[src/rtl/hyperram_wb_bridge.sv]
// rtl/hyperram_wb_bridge.sv - Wishbone-classic slave issuing one-shot hyperram controller transactions
// Writes are posted; reads ack once the controller's last-cycle read word is captured.

module hyperram_wb_bridge #(
    parameter int WAIT_LATENCY = 6,
    parameter int DONE_LATENCY = 2,
    parameter int TXN_OVERHEAD = 8
) (
    input  logic        clk,
    input  logic        rst,
    input  logic        wb_cyc_i,
    input  logic        wb_stb_i,
    input  logic        wb_we_i,
    input  logic [31:0] wb_adr_i,
    input  logic [31:0] wb_dat_i,
    input  logic [3:0]  wb_sel_i,
    output logic        wb_ack_o,
    output logic [31:0] wb_dat_o,
    output logic        transaction_begin,
    output logic        write_enable,
    output logic [31:0] address,
    output logic [3:0]  write_mask,
    output logic [31:0] data_out,
    output logic [5:0]  wait_latency,
    output logic [5:0]  done_latency,
    input  logic [31:0] read_data
);

    localparam int N = TXN_OVERHEAD + WAIT_LATENCY + DONE_LATENCY;
    localparam logic [7:0] BUSY_LOAD = 8'(N - 1);

    generate
        if (N < 2 || N > 255) begin : g_bad_txn_length
            $error("hyperram_wb_bridge: transaction length out of range 2..255");
        end
    endgenerate

    typedef enum logic [1:0] {IDLE, ISSUE, BUSY} state_t;

    state_t      state_q, state_d;
    logic [7:0]  busy_cnt_q, busy_cnt_d;
    logic        is_read_q, is_read_d;
    logic        wb_ack_q, wb_ack_d;
    logic [31:0] wb_dat_q, wb_dat_d;
    logic        txn_begin_q, txn_begin_d;
    logic        write_enable_q, write_enable_d;
    logic [31:0] address_q, address_d;
    logic [3:0]  write_mask_q, write_mask_d;
    logic [31:0] data_out_q, data_out_d;
    logic        live;

    assign live = wb_cyc_i & wb_stb_i;

    always_comb begin
        state_d        = state_q;
        busy_cnt_d     = busy_cnt_q;
        is_read_d      = is_read_q;
        wb_ack_d       = 1'b0;
        wb_dat_d       = wb_dat_q;
        txn_begin_d    = 1'b0;
        write_enable_d = write_enable_q;
        address_d      = address_q;
        write_mask_d   = write_mask_q;
        data_out_d     = data_out_q;
        case (state_q)
            IDLE: begin
                // Ack still high means this strobe belongs to the request just completed.
                if (live && !wb_ack_q) begin
                    address_d      = wb_adr_i;
                    write_enable_d = wb_we_i;
                    data_out_d     = wb_dat_i;
                    write_mask_d   = wb_we_i ? ~wb_sel_i : 4'b0000;
                    is_read_d      = !wb_we_i;
                    txn_begin_d    = 1'b1;
                    wb_ack_d       = wb_we_i;
                    state_d        = ISSUE;
                end
            end
            ISSUE: begin
                busy_cnt_d = BUSY_LOAD;
                if (!live) begin
                    is_read_d = 1'b0;
                end
                state_d = BUSY;
            end
            BUSY: begin
                busy_cnt_d = busy_cnt_q - 8'd1;
                // A dropped strobe abandons the read for good, even if a new strobe follows.
                if (!live) begin
                    is_read_d = 1'b0;
                end
                if (busy_cnt_q <= 8'd1) begin
                    if (is_read_q && live) begin
                        wb_dat_d = read_data;
                        wb_ack_d = 1'b1;
                    end
                    is_read_d = 1'b0;
                    state_d   = IDLE;
                end
            end
            default: state_d = IDLE;
        endcase
    end

    always_ff @(posedge clk) begin
        if (rst) begin
            state_q        <= IDLE;
            busy_cnt_q     <= 8'd0;
            is_read_q      <= 1'b0;
            wb_ack_q       <= 1'b0;
            wb_dat_q       <= 32'd0;
            txn_begin_q    <= 1'b0;
            write_enable_q <= 1'b0;
            address_q      <= 32'd0;
            write_mask_q   <= 4'b0000;
            data_out_q     <= 32'd0;
        end else begin
            state_q        <= state_d;
            busy_cnt_q     <= busy_cnt_d;
            is_read_q      <= is_read_d;
            wb_ack_q       <= wb_ack_d;
            wb_dat_q       <= wb_dat_d;
            txn_begin_q    <= txn_begin_d;
            write_enable_q <= write_enable_d;
            address_q      <= address_d;
            write_mask_q   <= write_mask_d;
            data_out_q     <= data_out_d;
        end
    end

    assign wb_ack_o          = wb_ack_q;
    assign wb_dat_o          = wb_dat_q;
    assign transaction_begin = txn_begin_q;
    assign write_enable      = write_enable_q;
    assign address           = address_q;
    assign write_mask        = write_mask_q;
    assign data_out          = data_out_q;
    assign wait_latency      = 6'(WAIT_LATENCY);
    assign done_latency      = 6'(DONE_LATENCY);

endmodule

[config.mk]
export PLATFORM = sky130hd
export DESIGN_NAME = hyperram_wb_bridge
export DESIGN_NICKNAME = d
export VERILOG_FILES = /design/src/rtl/hyperram_wb_bridge.sv
export SDC_FILE = /design/constraint.sdc
export NUM_CORES = 1
export LEC_CHECK = 0
export ABC_CLOCK_PERIOD_IN_PS = 5500
export CORE_ASPECT_RATIO = 0.8
export CORE_MARGIN = 2
export CORE_UTILIZATION = 43
export DETAILED_ROUTE_END_ITERATION = 10
export PLACE_DENSITY = 0.86
export SYNTH_ARGS = -nofsm -noshare
export SYNTH_HDL_FRONTEND = slang
export SYNTH_SLANG_ARGS = --single-unit
[constraint.sdc]
create_clock -name clk -period 5.5 [get_ports clk]
set_clock_uncertainty 0.2 [all_clocks]
set_input_delay 1.65 -clock clk [delete_from_list [all_inputs] [get_ports clk]]
set_output_delay 1.65 -clock clk [all_outputs]
set_load 0.02 [all_outputs]
Word level (Yosys, flattened, before mapping)
Cells that the tools add are included.
{"block": "totals", "out_inout_bits": 115, "register_bits": 114, "wordCells": 45}
{"block": "op_classes", "mux": 14, "addsub": 1, "bitwise": 3, "n_reduce_logical": 12, "n_eq_ne": 4, "magnitude_cmp": 1}
{"op": "one-hot mux 8 bit (2 select lines)", "count": 1}
{"op": "<= comparator 8 x 1 -> 1 bit, second input constant", "count": 1}
{"op": "subtractor 8 x 1 -> 8 bit, second input constant", "count": 1}
{"op": "two-way mux 1 bit", "count": 7}
{"op": "one-hot mux 2 bit (3 select lines)", "count": 1}
{"op": "AND reduction 2 bit", "count": 3}
{"op": "two-way mux 2 bit", "count": 2}
{"op": "two-way mux 4 bit", "count": 1}
{"op": "!= test 2 bit, second input constant", "count": 2}
{"op": "inverter 4 bit", "count": 1}
{"op": "one-hot mux 1 bit (3 select lines)", "count": 1}
{"op": "AND reduction 3 bit", "count": 1}
{"op": "nonzero test 3 bit", "count": 1}
{"op": "equality test 2 x 1 -> 1 bit, second input constant", "count": 1}
{"op": "equality test 2 bit, second input constant", "count": 1}
{"op": "logical AND 1 bit", "count": 2}
{"op": "logical NOT 1 bit", "count": 2}
{"op": "logical NOT 2 bit", "count": 1}
{"op": "one-hot mux 1 bit (2 select lines)", "count": 1}
{"op": "nonzero test 2 bit", "count": 1}
{"op": "OR reduction 2 bit", "count": 1}
{"op": "bitwise AND 1 bit", "count": 1}
{"op": "inverter 1 bit", "count": 1}

Depth between registers and ports, before layout
Gate-level depths: netlist (run 1).
{"block": "depth", "depth_word": 5, "depth_mapped": 8, "ltp_nobuf": 6}

Worst setup path before layout (run 1)
Ideal clock, no wire load.
{"block": "synth_timing", "path_kind": "input port to flip-flop", "from": "input wb_cyc_i", "to": "register write_mask_q[0], in the netlist write_mask[0]", "setup_slack_ns": 2.619, "stages": 6, "arrival_time_ns": 2.610, "setup_ns": 0.070, "cell_sequence": "and3b_1 > and2_1 > clkbuf_1 > clkbuf_1 > nand3b_1 > a21oi_1"}
{"block": "synth_between", "elab_chain_cells": 3}
{"element": "from (decl)", "line": "11", "source": "input logic wb_cyc_i,"}
{"element": "bitwise AND 1 bit", "line": "52", "source": "assign live = wb_cyc_i & wb_stb_i;"}
{"element": "logical AND 1 bit", "line": "68", "source": "if (live && !wb_ack_q) begin"}
{"element": "AND reduction 2 bit (no line)"}
{"element": "to (signal assigned)", "line": "126", "source": "write_mask_q <= write_mask_d;"}
{"element": "to (decl)", "line": "48", "source": "logic [3:0] write_mask_q, write_mask_d;"}
Every way passes these cells.
A chain may end at the register's enable or synchronous reset.

Worst setup path in the final report (run 1)
{"block": "layout_timing", "from": "input wb_cyc_i", "to": "register data_out_q[18], in the netlist data_out[18]"}
{"block": "layout_between", "elab_chain_cells": 3}
{"element": "bitwise AND 1 bit", "line": "52"}
{"element": "logical AND 1 bit", "line": "68"}
{"element": "AND reduction 2 bit (no line)"}
{"element": "to (signal assigned)", "line": "127", "source": "data_out_q <= data_out_d;"}
{"element": "to (decl)", "line": "49", "source": "logic [31:0] data_out_q, data_out_d;"}
Every way passes these cells.

==> results of run 1 <==
-- registers in the layout, summed over array words and instances (netlist names) --
register	count
data_out	32
transaction_begin	1
busy_cnt_q	8
state_q	2
is_read_q	1
wb_dat_o	32
write_enable	1
write_mask	4
wb_ack_o	1
address	32
-- routing by layer --
layer,wire length (um),vias up,track usage
met2,6000,197,0.389
met4,190,0,0.0804
met5,0,-,0
li1,-,1991,-
met3,1200,18,0.0888
met1,4800,1892,0.245
-- worst paths after layout --
kind,from,end,slack [ns],cells after the start
worst min register to register,data_out[29],data_out[29],0.26,2
worst max register to register,busy_cnt_q[3],wb_dat_o[3],3.11,5
worst max-delay path,wb_cyc_i,data_out[18],1.98,6
worst min-delay path,data_out[29],data_out[29],0.26,2
-- logic make-up after synthesis --
kind of cell               count (synthesis)  share of synthesized area
xor gates and xnor gates                   4                    0.00813
and+or+nand+nor                          204                      0.196
adders and majority gates                  6                     0.0174
AOI/OAI and AO/OA                         84                      0.104
other                                      2                    0.00174
muxes                                     33                     0.0766
DFF                                      114                      0.529
buffers and inverters                     49                     0.0662
-- area by class of cell --
class / instances / area, um^2 / area share
inverters: 5 / 18.8 / 0.00269
clock inverters: 9 / 129 / 0.0185
clock buffers: 23 / 478 / 0.0686
multi-input cells: 343 / 1790 / 0.256
flip-flops and latches: 114 / 2280 / 0.327
repair buffers: 212 / 2110 / 0.302
well taps: 136 / 170 / 0.0244
-- worst max-delay path, delay by kind of cell --
family | cells | cell delay (ns)
simple gates | 3 | 0.97
compound gates | 1 | 0.15
buf+inv | 2 | 0.85
-- power breakdown --
part,total [mW],internal (mW),switching (mW)
sequential,0.888,0.863,0.0251
clock,1.11,0.747,0.367
combinational,0.298,0.153,0.146
total,2.30,1.76,0.538
-- metrics by stage --
step                setup WS, ns  area, um^2  power [mW]  hold WS (ns)  std cells
detailed placement          1.58        6360        1.20         0.250        810
floorplan                   2.62        4350        1.05         0.256        506
global placement            1.67        6360        1.19         0.241        810
CTS                         1.99        6970        2.32         0.258        842
finish                      1.98        6970        2.30         0.257        842
global route                1.86        6970        2.39         0.276        842
-- cell usage in the layout (no fill, tap or decap), types with 2 or more instances in the layout --
cell / n
clkdlybuf4s50_1: 206
dfxtp_1: 114
xor2_1: 2
nand2b_1: 2
o21ai_0: 2
clkbuf_8: 3
conb_1: 12
nand3_1: 3
clkbuf_16: 17
xnor2_1: 2
clkinv_2: 3
buf_4: 6
ha_1: 6
mux2i_1: 33
nand2_1: 138
nand3b_1: 6
nor2_1: 45
a21oi_1: 74
bufinv_16: 3
clkinvlp_4: 2
clkbuf_1: 3
inv_1: 5
==> impl_metrics.py, run 1 <==
metrics = {
    "critical_path": {
        "cp_slowest_cell": "and2_2",
        "slowest_delay_ns": 0.69,
        "cp.arrival_ns": 3.64,
        "worstSetupPathType": "in -> reg",
        "cp_max_fo": 43,
        "cp-end-kind": "register",
        "cp_cell_sequence": "clkdlybuf4s50_1 -> and3b_1 -> and2_2 -> buf_4 -> nand2_1 -> a21oi_1",
        "worst_ep_required_time_ns": 5.61,
        "cp-start-kind": "input pin",
    },
    "power": {
        "power_density_mw_per_mm2": 330,
        "vdd_ir_drop_max_v": 0.000195,
        "power_leakage_nw": 2.53,
    },
    "synthesis": {
        "synth-seq-cells": 114,
        "synth-async-reset-ratio": 0,
        "syn_inst": 496,
        "yosys-top-cells-area": "dfxtp_1 (53%), nand2_1 (12%), a21oi_1 (8.6%)",
        "synth.distinct_cells": 35,
        "synth.largest_area_cell": "dfxtp_1",
        "synth.most_common_cell": "nand2_1",
        "yosysWarnings": 0,
        "synth_seq_area_share": 0.529,
        "synth.top_cell.area_share": 0.529,
        "syn_area_mm2": 0.00431,
        "avgSynthCellArea_um2": 8.69,
        "synth_edf_count": 0,
        "synth_common_cells": "nand2_1 (139), dfxtp_1 (114), a21oi_1 (74), nor2_1 (45), mux2i_1 (33)",
        "ys.flop_type": "dfxtp_1",
    },
    "clocking": {
        "cts_resized": 0,
        "cts_hold_buffers": 0,
        "cts_tree": "yes",
        "clock-sinks": 114,
        "root_buffer": "clkbuf_16",
        "clkLatencyLatePin_ns": 0.39,
        "numCtsBuffers": 17,
        "clockBufferDepth": 2,
        "cts_max_level": 4,
        "postCtsSetupBuffers": 0,
        "clk_pin_slew_ns": 0.05,
    },
    "layout": {
        "n_fill_cell": 723,
        "nNetsFinal": 804,
        "utilization": 0.719,
        "diodes": 0,
        "layout-drive-gt1-share": 0.0552,
        "area_growth_pct": 61.7,
    },
    "place": {
        "port_buffers": 207,
        "dp_hpwl_mm": 8.62,
        "routabilityCongestion": 0.796,
    },
    "floorplan": {
        "core_region_area_mm2": 0.00969,
        "dieArea_mm2": 0.0108,
        "ios": 220,
        "die_w_um": 116,
        "initial_core_util": 0.445,
        "die_h_um": 93.6,
        "rows": 32,
    },
    "grt": {
        "grt_pass1_wl_mm": 18.9,
        "grt_pass1_vias": 4072,
        "grt_antenna_before_repair": 0,
        "grt.total_usage": 0.223,
        "grt_max_degree": 58,
        "grt_overflow": 0,
    },
    "sta": {
        "max_freq_ghz": 0.284,
        "slew_headroom": 0.464,
        "finalCritPeriodShare": 0.641,
        "tightest_slew_ns": 0.804,
        "hold_violations": 0,
        "rsz0062_at_grt": "no",
        "setup_viol": 0,
        "fin_setup_tns_ns": 0,
        "fin_crit_ns": 3.52,
        "drv_slew": 0,
    },
    "routing": {
        "vias": 4098,
        "wirelength_mm": 12.2,
        "vias_per_cell": 4.87,
        "drt_pass1_iterations": 4,
        "avgRoutedWirePerCell_um": 14.5,
        "first_iter_violations": 264,
        "drc": 0,
        "ant_nets": 0,
    },
    "job": {
        "cap_violations": 0,
    },
    "hold_path": {
        "hp-class": "reg -> reg",
    },
    "status": {
        "status": "complete, no violations",
    },
}
Note: power is estimated with default switching activity, not from simulation.
==> run 2: changes to the inputs <==
==> config.mk (replaced) <==
export PLATFORM = sky130hd
export DESIGN_NAME = hyperram_wb_bridge
export DESIGN_NICKNAME = d
export VERILOG_FILES = /design/src/rtl/hyperram_wb_bridge.sv
export SDC_FILE = /design/constraint.sdc
export NUM_CORES = 1
export LEC_CHECK = 0
export ABC_CLOCK_PERIOD_IN_PS = 3500
export CORE_ASPECT_RATIO = 0.8
export CORE_MARGIN = 2
export CORE_UTILIZATION = 40
export DETAILED_ROUTE_END_ITERATION = 10
export PLACE_DENSITY = 0.81
export SYNTH_ARGS = -nofsm -noshare
export SYNTH_HDL_FRONTEND = slang
export SYNTH_SLANG_ARGS = --single-unit
==> constraint.sdc (replaced) <==
create_clock -name clk -period 3.5 [get_ports clk]
set_clock_uncertainty 0.2 [all_clocks]
set_input_delay 1.05 -clock clk [delete_from_list [all_inputs] [get_ports clk]]
set_output_delay 1.05 -clock clk [all_outputs]
set_load 0.02 [all_outputs]
==> impl_metrics.py, run 2 (same netlist as run 1, synthesis figures left out) <==
metrics = {
    "critical_path": {
        "r2r_end": "busy_cnt_q[5]",
        "cp-end-kind": "output port",
        "reg2reg_setup_slack_ns": 1.32,
        "critical-path-top-delay-family": "buffers and inverters",
        "slowest_delay_ns": 0.65,
        "cp_max_fo": 2,
        "worstSetupPathType": "reg -> out",
        "crit_buf_inv": 1,
        "cp-start-kind": "register",
        "worst_ep_required_time_ns": 2.25,
        "cp_slowest_cell": "clkdlybuf4s50_1",
        "r2r-start": "state_q[0]",
        "startpoint": "data_out[25]",
        "ff2ff_path_depth": 6,
        "cp.arrival_ns": 1.38,
        "cp_cell_sequence": "clkdlybuf4s50_1",
        "cp.depth": 1,
        "cp-endpoint": "data_out[25]",
    },
    "power": {
        "vdd_ir_drop_max_v": 0.000380,
        "power_density_mw_per_mm2": 515,
        "power_leakage_nw": 2.55,
    },
    "layout": {
        "final_cell_mix": "clkdlybuf4s50_1 (206), nand2_1 (138), dfxtp_1 (114)",
        "n_fill_cell": 810,
        "finalInstanceArea_mm2": 0.00702,
        "diodes": 0,
        "layout-drive-gt1-share": 0.0595,
        "area_growth_pct": 62.9,
        "mostFrequentLayoutCell": "clkdlybuf4s50_1",
        "multi_input_area_mm2": 0.00179,
        "final-seq-area_mm2": 0.00228,
        "nNetsFinal": 806,
        "fin_cells": 846,
    },
    "clocking": {
        "postCtsSetupBuffers": 0,
        "clock-sinks": 114,
        "root_buffer": "clkbuf_16",
        "clockBufferDepth": 2,
        "cts_max_level": 4,
        "clk_pin_slew_ns": 0.05,
        "numCtsBuffers": 17,
        "cts_tree": "yes",
        "cts_resized": 0,
        "cts_hold_buffers": 0,
        "clkLatencyLatePin_ns": 0.40,
    },
    "hold_path": {
        "hp-class": "reg -> reg",
        "min_from": "write_mask[1]",
        "holdPathStages": 2,
    },
    "job": {
        "cap_violations": 0,
    },
    "grt": {
        "grt.total_usage": 0.213,
        "grt_antenna_before_repair": 0,
        "grt_overflow": 0,
        "grt_pass1_wl_mm": 19.7,
        "grt_pass1_vias": 4138,
        "grt_max_degree": 59,
    },
    "routing": {
        "wirelength_mm": 12.2,
        "drt_pass1_iterations": 4,
        "first_iter_violations": 170,
        "ant_nets": 0,
        "vias_per_cell": 4.77,
        "vias": 4036,
        "drc": 0,
        "avgRoutedWirePerCell_um": 14.5,
    },
    "floorplan": {
        "dieArea_mm2": 0.0116,
        "die_h_um": 96.9,
        "ios": 220,
        "die_w_um": 120,
        "rows": 33,
        "initial_core_util": 0.416,
        "core_region_area_mm2": 0.0104,
    },
    "sta": {
        "max_freq_ghz": 0.380,
        "whs_ns": 0.253,
        "hold_violations": 0,
        "finalCritPeriodShare": 0.752,
        "setup_viol": 0,
        "tightest_slew_ns": 0.621,
        "fin_crit_ns": 2.63,
        "rsz0062_at_grt": "no",
        "fin_setup_tns_ns": 0,
        "drv_slew": 0,
        "slew_headroom": 0.580,
    },
    "place": {
        "placed_area_mm2": 0.00642,
        "port_buffers": 207,
        "placedCellCount": 816,
        "routabilityCongestion": 0.759,
        "dp_hpwl_mm": 8.59,
    },
    "status": {
        "status": "complete, no violations",
    },
}
[run 2: stage by stage]
stage,setup WS [ns],utilization,power (mW)
after global placement,0.608,0.620,1.89
final,0.869,0.678,3.61
after floorplan,1.22,-,1.65
after CTS,0.852,0.678,3.65
after detailed placement,0.535,0.620,1.90
after global routing,0.832,0.678,3.76
[run 2: layout make-up]
| class | count | area share |
|---|---|---|
| clock buffers | 20 | 0.0665 |
| clock inverters | 10 | 0.0191 |
| flip-flops and latches | 114 | 0.325 |
| repair buffers | 214 | 0.308 |
| multi-input cells | 343 | 0.254 |
| well taps | 140 | 0.0249 |
| inverters | 5 | 0.00267 |
[run 2: how the worst min path moves through the flow]
stage / to / slack (ns)
after CTS: write_mask[1] / 0.25
after detailed placement: write_mask[2] / 0.25
after floorplan: is_read_q / 0.26
final: write_mask[1] / 0.25
after global placement: write_mask[2] / 0.24
after global routing: address[8] / 0.27
[run 2: power by group]
part | internal [mW] | total, mW | switching, mW
Combinational | 0.245 | 0.478 | 0.233
Clock | 1.16 | 1.74 | 0.579
Sequential | 1.36 | 1.39 | 0.0371
[run 2: worst reg2reg max path: cells and delay by family (launching register included)]
kind                     cells  cell delay (ns)
AND/OR/NAND/NOR              3             0.77
buffers and inverters        1             0.09
flip-flops                   1             0.35
adder cells (fa/ha/maj)      1             0.47
XOR/XNOR                     1             0.18
[run 2: metal layers]
| layer | GRT usage | vias to the layer above | share of wire | wire [um] |
|---|---|---|---|---|
| met2 | 0.366 | 169 | 0.50 | 6090 |
| met3 | 0.0755 | 28 | 0.086 | 1060 |
| met1 | 0.229 | 1837 | 0.39 | 4730 |
| li1 | - | 2002 | - | - |
| met5 | 0 | - | 0 | 0 |
| met4 | 0.111 | 0 | 0.029 | 357 |
